**src/rtl/cnn_pkg.sv**
```systemverilog
// Shared CNN definitions: data/address widths, pooling FSM state encoding and
// a signed-max helper reused by later layers.
package cnn_pkg;

    localparam int DATA_W      = 32;
    localparam int FEAT_ADDR_W = 12;

    localparam logic [2:0] ST_IDLE = 3'd0;
    localparam logic [2:0] ST_R0   = 3'd1;
    localparam logic [2:0] ST_R1   = 3'd2;
    localparam logic [2:0] ST_R2   = 3'd3;
    localparam logic [2:0] ST_R3   = 3'd4;
    localparam logic [2:0] ST_LAST = 3'd5;
    localparam logic [2:0] ST_WR   = 3'd6;
    localparam logic [2:0] ST_FIN  = 3'd7;

    function automatic logic signed [DATA_W-1:0] smax(
        input logic signed [DATA_W-1:0] a,
        input logic signed [DATA_W-1:0] b
    );
        return (a > b) ? a : b;
    endfunction

endpackage

```
**src/rtl/maxpool_addr_gen.sv**
```systemverilog
// Pooling-window address generator: c/oy/ox output counters plus the
// 2x2 source tap and destination address arithmetic (wraps modulo 2^ADDR_W).
module maxpool_addr_gen
    import cnn_pkg::*;
#(
    parameter int IMG_W    = 12,
    parameter int IMG_H    = 12,
    parameter int CHANNELS = 6,
    parameter int SRC_BASE = 0,
    parameter int DST_BASE = 1000,
    parameter int ADDR_W   = FEAT_ADDR_W
) (
    input  logic              clk,
    input  logic              reset,
    input  logic              clear_i,
    input  logic              advance_i,
    input  logic [1:0]        tap_i,
    output logic [ADDR_W-1:0] src_addr_o,
    output logic [ADDR_W-1:0] dst_addr_o,
    output logic              last_o
);

    localparam int OW = IMG_W / 2;
    localparam int OH = IMG_H / 2;
    localparam int CW = 16;

    localparam logic [CW-1:0] OX_LAST = CW'(OW - 1);
    localparam logic [CW-1:0] OY_LAST = CW'(OH - 1);
    localparam logic [CW-1:0] C_LAST  = CW'(CHANNELS - 1);

    logic [CW-1:0] ox_q, ox_d;
    logic [CW-1:0] oy_q, oy_d;
    logic [CW-1:0] c_q,  c_d;

    // ox innermost, then oy, then channel
    always_comb begin
        ox_d = ox_q;
        oy_d = oy_q;
        c_d  = c_q;
        if (clear_i) begin
            ox_d = '0;
            oy_d = '0;
            c_d  = '0;
        end else if (advance_i) begin
            if (ox_q == OX_LAST) begin
                ox_d = '0;
                if (oy_q == OY_LAST) begin
                    oy_d = '0;
                    c_d  = (c_q == C_LAST) ? '0 : c_q + 1'b1;
                end else begin
                    oy_d = oy_q + 1'b1;
                end
            end else begin
                ox_d = ox_q + 1'b1;
            end
        end
    end

    always_ff @(posedge clk) begin
        if (reset) begin
            ox_q <= '0;
            oy_q <= '0;
            c_q  <= '0;
        end else begin
            ox_q <= ox_d;
            oy_q <= oy_d;
            c_q  <= c_d;
        end
    end

    assign last_o = (ox_q == OX_LAST) && (oy_q == OY_LAST) && (c_q == C_LAST);

    // tap_i[1] selects the lower row (dy), tap_i[0] the right column (dx)
    assign src_addr_o = ADDR_W'(SRC_BASE)
                      + ADDR_W'(32'(c_q) * 32'(IMG_W * IMG_H))
                      + ADDR_W'((32'(oy_q) * 2 + 32'(tap_i[1])) * 32'(IMG_W))
                      + ADDR_W'(32'(ox_q) * 2 + 32'(tap_i[0]));

    assign dst_addr_o = ADDR_W'(DST_BASE)
                      + ADDR_W'(32'(c_q) * 32'(OW * OH))
                      + ADDR_W'(32'(oy_q) * 32'(OW))
                      + ADDR_W'(32'(ox_q));

endmodule

```
**src/rtl/maxpool_unit.sv**
```systemverilog
// 2x2 stride-2 max pooling over feature memory, six cycles per output.
// Define MAXPOOL_RELU_EN to clamp negative pooled values to zero on write.
module maxpool_unit
    import cnn_pkg::*;
#(
    parameter int IMG_W    = 12,
    parameter int IMG_H    = 12,
    parameter int CHANNELS = 6,
    parameter int SRC_BASE = 0,
    parameter int DST_BASE = 1000,
    parameter int ADDR_W   = FEAT_ADDR_W
) (
    input  logic              clk,
    input  logic              reset,
    input  logic              start,
    input  logic [DATA_W-1:0] feature_idata,
    output logic [ADDR_W-1:0] feature_addr,
    output logic [DATA_W-1:0] feature_data,
    output logic              feature_mem_en,
    output logic              busy,
    output logic              done
);

    logic [2:0]               state_q, state_d;
    logic signed [DATA_W-1:0] max_q, max_d;
    logic signed [DATA_W-1:0] wr_val;
    logic signed [DATA_W-1:0] rd_val;
    logic [1:0]               tap;
    logic                     last_out;
    logic [ADDR_W-1:0]        src_addr;
    logic [ADDR_W-1:0]        dst_addr;

    assign rd_val = $signed(feature_idata);

    maxpool_addr_gen #(
        .IMG_W    (IMG_W),
        .IMG_H    (IMG_H),
        .CHANNELS (CHANNELS),
        .SRC_BASE (SRC_BASE),
        .DST_BASE (DST_BASE),
        .ADDR_W   (ADDR_W)
    ) u_addr_gen (
        .clk        (clk),
        .reset      (reset),
        .clear_i    (state_q == ST_IDLE && start),
        .advance_i  (state_q == ST_WR),
        .tap_i      (tap),
        .src_addr_o (src_addr),
        .dst_addr_o (dst_addr),
        .last_o     (last_out)
    );

    // Read data lags the address by one cycle, so each state folds in the
    // pixel addressed by the previous state.
    always_comb begin
        state_d = state_q;
        max_d   = max_q;
        tap     = 2'd0;
        case (state_q)
            ST_IDLE: if (start) state_d = ST_R0;
            ST_R0:   begin tap = 2'd0; state_d = ST_R1; end
            ST_R1:   begin tap = 2'd1; max_d = rd_val; state_d = ST_R2; end
            ST_R2:   begin tap = 2'd2; max_d = smax(max_q, rd_val); state_d = ST_R3; end
            ST_R3:   begin tap = 2'd3; max_d = smax(max_q, rd_val); state_d = ST_LAST; end
            ST_LAST: begin max_d = smax(max_q, rd_val); state_d = ST_WR; end
            ST_WR:   state_d = last_out ? ST_FIN : ST_R0;
            ST_FIN:  state_d = ST_IDLE;
            default: state_d = ST_IDLE;
        endcase
    end

    always_ff @(posedge clk) begin
        if (reset) begin
            state_q <= ST_IDLE;
            max_q   <= '0;
        end else begin
            state_q <= state_d;
            max_q   <= max_d;
        end
    end

`ifdef MAXPOOL_RELU_EN
    assign wr_val = max_q[DATA_W-1] ? '0 : max_q;
`else
    assign wr_val = max_q;
`endif

    always_comb begin
        feature_addr = '0;
        case (state_q)
            ST_R0, ST_R1, ST_R2, ST_R3: feature_addr = src_addr;
            ST_WR:                      feature_addr = dst_addr;
            default:                    feature_addr = '0;
        endcase
    end

    assign feature_data   = (state_q == ST_WR) ? wr_val : '0;
    assign feature_mem_en = (state_q == ST_WR);
    assign busy           = (state_q != ST_IDLE) && (state_q != ST_FIN);
    assign done           = (state_q == ST_FIN);

endmodule

```
**config.mk**
```make
export PLATFORM = sky130hd
export DESIGN_NAME = maxpool_unit
export DESIGN_NICKNAME = d
export VERILOG_FILES = /design/src/rtl/cnn_pkg.sv /design/src/rtl/maxpool_addr_gen.sv /design/src/rtl/maxpool_unit.sv
export SDC_FILE = /design/constraint.sdc
export NUM_CORES = 1
export LEC_CHECK = 0
export BUFFER_PORTS_ARGS = -buffer_cell sky130_fd_sc_hd__buf_2
export CAP_MARGIN = 15
export CORE_UTILIZATION = 60
export DETAILED_ROUTE_END_ITERATION = 7
export PLACE_DENSITY = 0.89
export SLEW_MARGIN = 20
export SYNTH_ARGS = -nofsm -noshare
export SYNTH_HDL_FRONTEND = slang
export SYNTH_SLANG_ARGS = --single-unit
```
**constraint.sdc**
```tcl
create_clock -name clk -period 6.2 [get_ports clk]
set_clock_uncertainty 0.2 [all_clocks]
set_input_delay 1.86 -clock clk [delete_from_list [all_inputs] [get_ports clk]]
set_output_delay 1.86 -clock clk [all_outputs]
set_load 0.05 [all_outputs]
```
==> impl_metrics.yaml, run 1 <==
grt:
  grt_use_total_pct: 27.8
  grt_pass1_wl_um: 27500
  grt_overflow_total: 0
  grt_max_degree: 70
  antenna_found_initial: 0
  grt_pass1_vias: 5856
die:
  row_count: 39
  dieArea_um2: 12200
  core_area_um2: 11400
  ios: 82
  start_util_pct: 61.7
  fp.dieH_um: 110
  fp.dieW_um: 110
logic_synthesis:
  synth_nets: 983
  synth_top_family_by_area: "simple AND/OR/NAND/NOR gates"
  ys_warn_count: 0
  syn_inst: 836
  ys_seq_area_share_pct: 23.6
  synth_area_um2: 7050
  synth-compound-area-share_pct: 9.35
  synth_mux_area_share_pct: 4.54
  synth_ff_type: "dfxtp_1"
  ys_seq_elements: 83
  yosys.area_share.adder_pct: 22.1
  synth_edf_count: 0
  synth_cell_types: 57
  synthArstFlopShare_pct: 0
  synth-simple-area-share_pct: 23.6
  avgSynthCellArea_um2: 8.43
  synthXorXnorAreaFrac_pct: 10.2
sta:
  max_slew.worst_pin.slew_ns: 1.00
  rsz0062_at_grt: "yes"
  max-slew-margin-rel_pct: 33.2
  fin_ws_ns: -0.226
  tns_ns: -0.226
  period_needed_ns: 6.43
  finalHoldViolCount: 0
  drv_slew: 0
  setup_viol: 1
  fmax_mhz: 156
  fin_crit_sh_pct: 104
route:
  routedWlPerCell_um: 16.5
  vias: 6156
  routed_wl_um: 17700
  drt-initial-drc-count: 435
  ant_nets: 0
  drt-pass1-iter-count: 7
  via_per_inst: 5.76
  drc: 0
critical_path:
  r2r_start: "max_q[9]$_SDFFE_PP0P_"
  crit_arrival_ns: 4.37
  reg2reg_depth: 9
  r2r_slack_ns: 2.97
  crit_path_start_kind: "register"
  worstSetupPathType: "register to primary output"
  required_ns: 4.14
  worstSetupEndpointType: "primary output"
  r2r_end: "max_q[26]$_SDFFE_PP0P_"
  cp_max_fo: 5
cells_and_area:
  drive_above_1_share_pct: 20.0
  final_nets: 1068
  final_common_cell: "inv_1"
  fillers: 811
  diodes: 0
  multi_input_area_um2: 5150
  final-seq-area_um2: 1670
  stdcell_area_um2: 8250
  layout.cells.non_filler: 1069
  area_growth_pct: 17.0
  layout_common_cells: "inv_1, ha_1, buf_2, dfxtp_1, nand2b_1"
power_and_ir_drop:
  vdd_drop_max_uv: 236
  power_frac_seq_pct: 42.2
  swShare_pct: 25.8
  p_clk_share_pct: 45.5
  p_per_area_nw_per_um2: 163
  internal-power_w: 0.000995
  p_leak_nw: 4.00
  power_frac_comb_pct: 12.4
  p_sw_w: 0.000346
clock_network:
  clock_latency_ns: 0.36
  cts_tree: "yes"
  clk_path_buf_depth: 2
  cts_hold_buffers: 0
  htree_levels: 3
  clkSlewWorstSetupHoldPaths_ns: 0.07
  cts_inserted_buffers: 9
  cts_sinks: 83
  cts_root_buffer: "clkbuf_16"
placement:
  dp_cells: 1045
  place_area_um2: 7600
  post-place-ws_ns: 0.0414
  gp_congestion: 0.895
  hpwl_um: 11600
  port_buffers: 81
hold_path:
  min_to: "max_q[0]$_SDFFE_PP0P_"
  min_from: "max_q[0]$_SDFFE_PP0P_"
  holdPathStages: 2
  hold_path.class: "register to register"
outcome:
  violations: "setup timing"
  status: "finished with violations"
job:
  drv_cap: 0
## how the worst max path moves through the flow
| stage | from | to | slack, ns |
|---|---|---|---|
| floorplan | u_addr_gen.oy_q[0]$_SDFFE_PP0P_ | feature_addr[7] | 0.02 |
| global placement | u_addr_gen.oy_q[1]$_SDFFE_PP0P_ | feature_addr[11] | 0.17 |
| detailed placement | u_addr_gen.oy_q[1]$_SDFFE_PP0P_ | feature_addr[11] | 0.04 |
| CTS | u_addr_gen.oy_q[1]$_SDFFE_PP0P_ | feature_addr[11] | -0.06 |
| global route | u_addr_gen.c_q[1]$_SDFFE_PP0P_ | feature_addr[11] | -0.30 |
| finish | u_addr_gen.c_q[1]$_SDFFE_PP0P_ | feature_addr[11] | -0.23 |
## critical path, stage by stage (launching register included)
cell and delay (ns):
dfxtp_1 0.37, ha_1 0.30, ha_1 0.18, inv_1 0.08, fa_1 0.41, xor2_1 0.38, ha_1 0.34, fa_1 0.40
inv_1 0.12, ha_4 0.22, or2_2 0.31, a21oi_2 0.15, a21oi_1 0.06, xnor2_1 0.18, xnor2_1 0.13, o21ai_2 0.17
buf_6 0.18
## per-layer routing
metal  routed length (um)  GRT usage (%)
met1                 7140           33.1
met2                 8550           46.7
met3                 1070           6.15
met4                  908           14.5
met5                    0              0
## Yosys cell counts (all sizes together) (5+ instances only)
| library cell | n | area share, % |
|---|---|---|
| nand3 | 12 | 0.85 |
| nor4 | 7 | 1.1 |
| dfxtp | 83 | 24 |
| and2 | 32 | 2.8 |
| nand2b | 68 | 6.0 |
| and3 | 12 | 1.1 |
| a21oi | 46 | 3.3 |
| clkbuf | 14 | 0.75 |
| buf | 12 | 1.0 |
| inv | 92 | 4.9 |
| xor2 | 29 | 3.6 |
| a21o | 10 | 1.1 |
| fa | 21 | 6.0 |
| o22ai | 5 | 0.44 |
| nand2 | 60 | 3.2 |
| ha | 91 | 16 |
| o21bai | 7 | 0.75 |
| xnor2 | 53 | 6.6 |
| nor3 | 11 | 0.85 |
| nor2 | 68 | 4.2 |
| o21ai | 23 | 1.6 |
| nand4 | 10 | 1.2 |
| mux2i | 32 | 4.5 |
## cells by family after synthesis
group,Yosys count
mux,32
fa+ha+maj,112
xor+xnor,82
flops,83
compound gates,110
simple gates,299
buf+inv,118
## per-stage QoR
| step | hold slack (ns) | utilization [%] | power, W |
|---|---|---|---|
| after global placement | 0.268 | 66.6 | 0.000732 |
| after CTS | 0.290 | 70.9 | 0.00134 |
| after floorplan | 0.252 | - | 0.000692 |
| final | 0.288 | 72.2 | 0.00134 |
| after global routing | 0.312 | 72.2 | 0.00139 |
| after detailed placement | 0.277 | 66.6 | 0.000738 |
## flip-flops by register name (all words and copies together), names as in the netlist
register	flops
max_q	32
u_addr_gen.c_q	16
state_q	3
u_addr_gen.oy_q	16
u_addr_gen.ox_q	16
## layout make-up
class / count / share of cell area, %
Clock buffer: 11 / 3.06
Clock inverter: 5 / 1.02
Inverter: 92 / 4.19
Multi-Input combinational cell: 635 / 62.5
Sequential cell: 83 / 20.3
Tap cell: 143 / 2.17
Timing Repair Buffer: 100 / 6.78
## timing repair
action / CTS / global route
resized for setup: 28 / 34
buffers inserted: 6 / 2
endpoints found under the hold margin: 0 / 0
pin swaps: 21 / 31
setup endpoints to repair: 3 / 4
## power by group through the flow
stage	Combinational (W)	Clock, W	Sequential [W]
detailed placement	0.000161	0	0.000577
finish	0.000166	0.000610	0.000565
global route	0.000184	0.000639	0.000568
global placement	0.000156	0	0.000576
CTS	0.000163	0.000614	0.000564
floorplan	0.000121	0	0.000571
Note: power is estimated with default switching activity, not from simulation.
==> run 2, diff against run 1 <==
CORE_ASPECT_RATIO = 2   (was unset)
==> run 2 against run 1 <==
Worst setup slack better by 0.13 ns. Power is 2.9% lower. Die area is 0.21% higher. The flow still finishes with violations (setup timing).
==> impl_metrics.yaml, run 2 (synthesized netlist as in run 1, its figures left out) <==
clock_network:
  cts_inserted_buffers: 9
  clock_latency_ns: 0.35
  clk_path_buf_depth: 2
  clkSlewWorstSetupHoldPaths_ns: 0.06
  cts_root_buffer: "clkbuf_16"
  htree_levels: 3
  cts_hold_buffers: 0
  cts_sinks: 83
  cts_tree: "yes"
die:
  core_area_um2: 11400
  fp.dieW_um: 78.7
  dieArea_um2: 12200
  fp.dieH_um: 155
  ios: 82
  row_count: 55
  start_util_pct: 62.1
placement:
  port_buffers: 81
  place_area_um2: 7620
  hpwl_um: 12500
  gp_congestion: 0.930
cells_and_area:
  largest_reg_flops: 32
  layout_common_cells: "inv_1, ha_1, buf_2, dfxtp_1, nand2b_1"
  top_register: "max_q"
  final_common_cell: "inv_1"
  final_nets: 1072
  area_growth_pct: 16.4
  stdcell_area_um2: 8210
  final_util_pct: 72.3
  drive_above_1_share_pct: 19.6
  diodes: 0
  fillers: 814
job:
  drv_cap: 0
route:
  routed_wl_um: 17500
  drt-pass1-iter-count: 5
  drc: 0
  vias: 6135
  routedWlPerCell_um: 16.4
  drt-initial-drc-count: 331
  ant_nets: 0
  via_per_inst: 5.72
grt:
  grt_use_total_pct: 28.7
  grt_overflow_total: 0
  grt_pass1_wl_um: 27300
  grt_pass1_vias: 6059
  grt_max_degree: 70
  antenna_found_initial: 0
sta:
  fin_ws_ns: -0.0977
  rsz0062_at_grt: "yes"
  finalHoldViolCount: 0
  fmax_mhz: 159
  setup_viol: 1
  fin_crit_sh_pct: 102
  worst_hold_slack_ns: 0.284
  max_slew.worst_pin.slew_ns: 0.926
  period_needed_ns: 6.30
  max-slew-margin-rel_pct: 38.2
  drv_slew: 0
hold_path:
  min_from: "max_q[0]$_SDFFE_PP0P_"
  holdPathStages: 2
  hold_path.class: "register to register"
  min_to: "max_q[0]$_SDFFE_PP0P_"
power_and_ir_drop:
  vdd_drop_max_uv: 141
  power_frac_comb_pct: 12.9
  internal-power_w: 0.000947
  p_clk_share_pct: 43.8
  swShare_pct: 27.3
  power_frac_seq_pct: 43.3
  p_per_area_nw_per_um2: 159
  p_sw_w: 0.000355
  p_leak_nw: 4.00
critical_path:
  slowest_delay_ns: 0.52
  reg2reg_depth: 9
  worstSetupPathType: "register to primary output"
  cp_num_buf_inv: 3
  crit_path_top_delay_cell: "fa_1"
  r2r_end: "max_q[1]$_SDFFE_PP0P_"
  r2r_start: "max_q[11]$_SDFFE_PP0P_"
  crit_chain: "buf_4 > ha_4 > a21oi_1 > o21bai_1 > a21o_1 > nand2_1 > a21oi_2 > xnor2_1 > ha_1 > fa_1 > inv_1 > ha_4 > or2_2 > a21oi_2 > a21oi_2 > xnor2_1 > xnor2_1 > o21ai_2 > buf_6"
  r2r_slack_ns: 2.81
  cp_max_fo: 4
  crit_path_start_kind: "register"
  crit_family: "adder cells"
  required_ns: 4.14
  worstSetupEndpointType: "primary output"
  crit_arrival_ns: 4.24
outcome:
  violations: "setup timing"
  status: "finished with violations"
[run 2: area by class of cell]
class	instances	area, um2	share of cell area, %
timing repair buffer	104	589	7.18
tap	142	178	2.16
sequential	83	1670	20.4
inverter	92	345	4.21
multi-input combinational	635	5110	62.3
clock buffer	10	239	2.91
clock inverter	6	68.8	0.838
[run 2: repair_timing]
item,4_1_cts,5_1_grt
pin swaps,23,17
setup buffers,7,3
setup endpoints to repair,2,4
resized for setup,30,23
[run 2: how the worst max path moves through the flow]
| stage | start | to | slack [ns] | cells past startpoint |
|---|---|---|---|---|
| 6_report | u_addr_gen.oy_q[1]$_SDFFE_PP0P_ | feature_addr[11] | -0.1 | 19 |
| 5_1_grt | state_q[1]$_SDFFE_PP0P_ | feature_addr[11] | -0.29 | 19 |
| 4_1_cts | u_addr_gen.oy_q[0]$_SDFFE_PP0P_ | feature_addr[11] | -0.04 | 20 |
| 3_5_place_dp | u_addr_gen.oy_q[1]$_SDFFE_PP0P_ | feature_addr[11] | 0.08 | 18 |
| 3_3_place_gp | u_addr_gen.oy_q[1]$_SDFFE_PP0P_ | feature_addr[11] | 0.20 | 18 |
| 2_1_floorplan | u_addr_gen.oy_q[0]$_SDFFE_PP0P_ | feature_addr[7] | 0.02 | 13 |
[run 2: metal layers]
metal / track usage [%] / up-vias / part of all wire (%)
met2: 54.2 / 220 / 54
met3: 4.52 / 87 / 4.2
met1: 26.9 / 2899 / 35
met4: 20.6 / 0 / 6.7
met5: 0 / - / 0
li1: - / 2929 / -
[run 2: through the flow]
step / power [W] / TNS (ns) / setup WS (ns) / std cells
global route: 0.00136 / -0.520 / -0.291 / 1072
floorplan: 0.000692 / 0 / 0.0217 / 836
detailed placement: 0.000742 / 0 / 0.0831 / 1046
finish: 0.00130 / -0.0977 / -0.0977 / 1072
global placement: 0.000736 / 0 / 0.202 / 1046
CTS: 0.00130 / -0.0371 / -0.0371 / 1069
[run 2: power groups by stage]
stage / sequential, W / combinational [W] / clock [W]
6_report: 0.000564 / 0.000168 / 0.000571
2_1_floorplan: 0.000571 / 0.000121 / 0
3_3_place_gp: 0.000576 / 0.000161 / 0
5_1_grt: 0.000566 / 0.000184 / 0.000606
4_1_cts: 0.000564 / 0.000167 / 0.000573
3_5_place_dp: 0.000576 / 0.000166 / 0
[run 2: worst min-delay path: stages (launching register included)]
cell and delay, ns:
dfxtp_1 0.31, nand2b_1 0.07, mux2i_1 0.06
==> run 3, diff against run 2 <==
PLACE_DENSITY = 0.83   (was 0.89)
==> run 3 against run 2 <==
The flow still finishes with violations (setup timing). Die area is the same. Combinational power is essentially flat. Wire length shrank 7.2%. Hold slack gained 0.00088 ns. Utilization shrank 1.3 points. Critical path depth shrank 4. Global-route usage shrank 1.1 points. Worst setup slack gained 0.052 ns. Sequential power is essentially flat. Critical path type unchanged. Fmax grew 0.83%. Largest cell class unchanged. Sequential share of layout area grew 0.35 points.
==> impl_metrics.yaml, run 3 (synthesized netlist as in run 1, its figures left out) <==
outcome:
  status: "finished with violations"
  violations: "setup timing"
critical_path:
  reg2reg_depth: 9
  startpoint: "u_addr_gen.c_q[4]$_SDFFE_PP0P_"
  r2r_end: "max_q[19]$_SDFFE_PP0P_"
  slowest_delay_ns: 0.53
  worstSetupPathType: "register to primary output"
  required_ns: 4.14
  crit_chain: "ha_1 > ha_1 > inv_1 > fa_1 > ha_1 > fa_1 > inv_1 > ha_1 > a21boi_2 > o21ai_2 > a21oi_1 > xnor2_1 > xnor2_1 > o21ai_2 > buf_6"
  crit_arrival_ns: 4.19
  worstSetupEndpointType: "primary output"
  r2r_slack_ns: 2.91
  cpMostUsedCell: "ha_1"
  crit_path_start_kind: "register"
  r2r_start: "max_q[10]$_SDFFE_PP0P_"
  crit_path_top_delay_cell: "fa_1"
  cp_max_fo: 6
die:
  fp.dieH_um: 155
  start_util_pct: 62.1
  fp.dieW_um: 78.7
  ios: 82
  dieArea_um2: 12200
  row_count: 55
  core_area_um2: 11400
sta:
  rsz0062_at_grt: "yes"
  max_slew.worst_pin.slew_ns: 1.05
  fin_ws_ns: -0.0459
  fmax_mhz: 160
  setup_viol: 1
  period_needed_ns: 6.25
  drv_slew: 0
  max-slew-margin-rel_pct: 29.8
  fin_crit_sh_pct: 101
  finalHoldViolCount: 0
cells_and_area:
  top_register: "max_q"
  layout_common_cells: "inv_1, ha_1, buf_2, dfxtp_1, nand2b_1"
  area_growth_pct: 14.4
  stdcell_area_um2: 8060
  drive_above_1_share_pct: 17.3
  largest_reg_flops: 32
  final_common_cell: "inv_1"
  final_nets: 1061
placement:
  gp_congestion: 0.908
  post-place-ws_ns: 0.0712
  port_buffers: 81
  hpwl_um: 12600
  place_area_um2: 7600
grt:
  grt_max_degree: 70
  grt_pass1_vias: 5852
  grt_pass1_wl_um: 26300
  grt.met3_usage_pct: 3.64
  met2_usage_pct: 53.3
  top_usage_layer: "met2"
  use_met1_pct: 26.5
  antenna_found_initial: 1
  grt_overflow_total: 0
  grt_use_total_pct: 27.6
route:
  via_per_inst: 5.52
  routedWlPerCell_um: 15.3
  vias: 5859
  routed_wl_um: 16300
  drt-pass1-iter-count: 4
  drt-initial-drc-count: 179
  ant_nets: 0
  drc: 0
clock_network:
  cts_sinks: 83
  cts_tree: "yes"
  clk_path_buf_depth: 2
  cts_root_buffer: "clkbuf_16"
  clkSlewWorstSetupHoldPaths_ns: 0.07
  htree_levels: 3
  cts_hold_buffers: 0
  cts_inserted_buffers: 9
  clock_latency_ns: 0.35
hold_path:
  holdPathStages: 2
  min_from: "max_q[0]$_SDFFE_PP0P_"
  hold_path.class: "register to register"
  min_to: "max_q[0]$_SDFFE_PP0P_"
power_and_ir_drop:
  p_leak_nw: 3.96
  vdd_drop_max_uv: 149
  p_per_area_nw_per_um2: 166
job:
  drv_cap: 0
==> run 3: cell count changes in the layout (fill, tap and decap cells not counted), moves of 4 or more <==
cell     previous run  this run
buf_4              25        14
ha_1               82        88
xnor2_2             5         1
ha_4                6         1
xnor2_1            48        52
==> run 3: worst max path at each step <==
stage                            end  slack, ns  cells after the start
CTS                 feature_addr[11]     0.0003                     18
detailed placement  feature_addr[11]       0.07                     16
global placement    feature_addr[11]       0.19                     16
floorplan            feature_addr[7]       0.02                     13
finish              feature_addr[11]      -0.05                     15
global route        feature_addr[11]      -0.25                     20
==> run 3: cell type report <==
cell class	count	area (um2)
sequential	83	1670
clock inverter	7	105
inverter	92	345
multi-input combinational	635	5030
timing repair buffer	93	507
fill	900	3290
antenna	1	2.50
tap	142	178
clock buffer	9	225
==> run 3: timing repair <==
item	CTS	global route
buffers inserted	1	0
resized for setup	28	14
pin swaps	5	5
setup endpoints to repair	3	3
==> run 3: report_power, final <==
part / internal (W) / switching [W] / total (W)
Sequential: 0.000550 / 0.0000145 / 0.000565
Clock: 0.000360 / 0.000249 / 0.000608
Combinational: 0.0000697 / 0.0000974 / 0.000167
Total: 0.000980 / 0.000361 / 0.00134
==> run 3: stage by stage <==
step	util, %	total power (W)	setup TNS [ns]	std cells	hold slack, ns
CTS	70.7	0.00135	0	1061	0.288
global route	71.0	0.00139	-0.305	1062	0.320
detailed placement	67.0	0.000742	0	1044	0.275
floorplan	-	0.000692	0	836	0.252
finish	71.0	0.00134	-0.0459	1062	0.285
global placement	67.0	0.000737	0	1044	0.261
==> run 3: layer usage <==
metal	part of all wire [%]	wire length (um)	vias up
met5	0	0	-
met1	35	5740	2747
li1	-	-	2912
met2	57	9230	139
met3	2.7	432	61
met4	5.4	881	0
==> run 3: critical path: cells and delay by family (launching register included) <==
family                     cells  cell delay [ns]
xor gates and xnor gates       2             0.30
AOI/OAI and AO/OA              4             0.57
DFF                            1             0.43
buffers and inverters          3             0.30
adders and majority gates      6             2.23
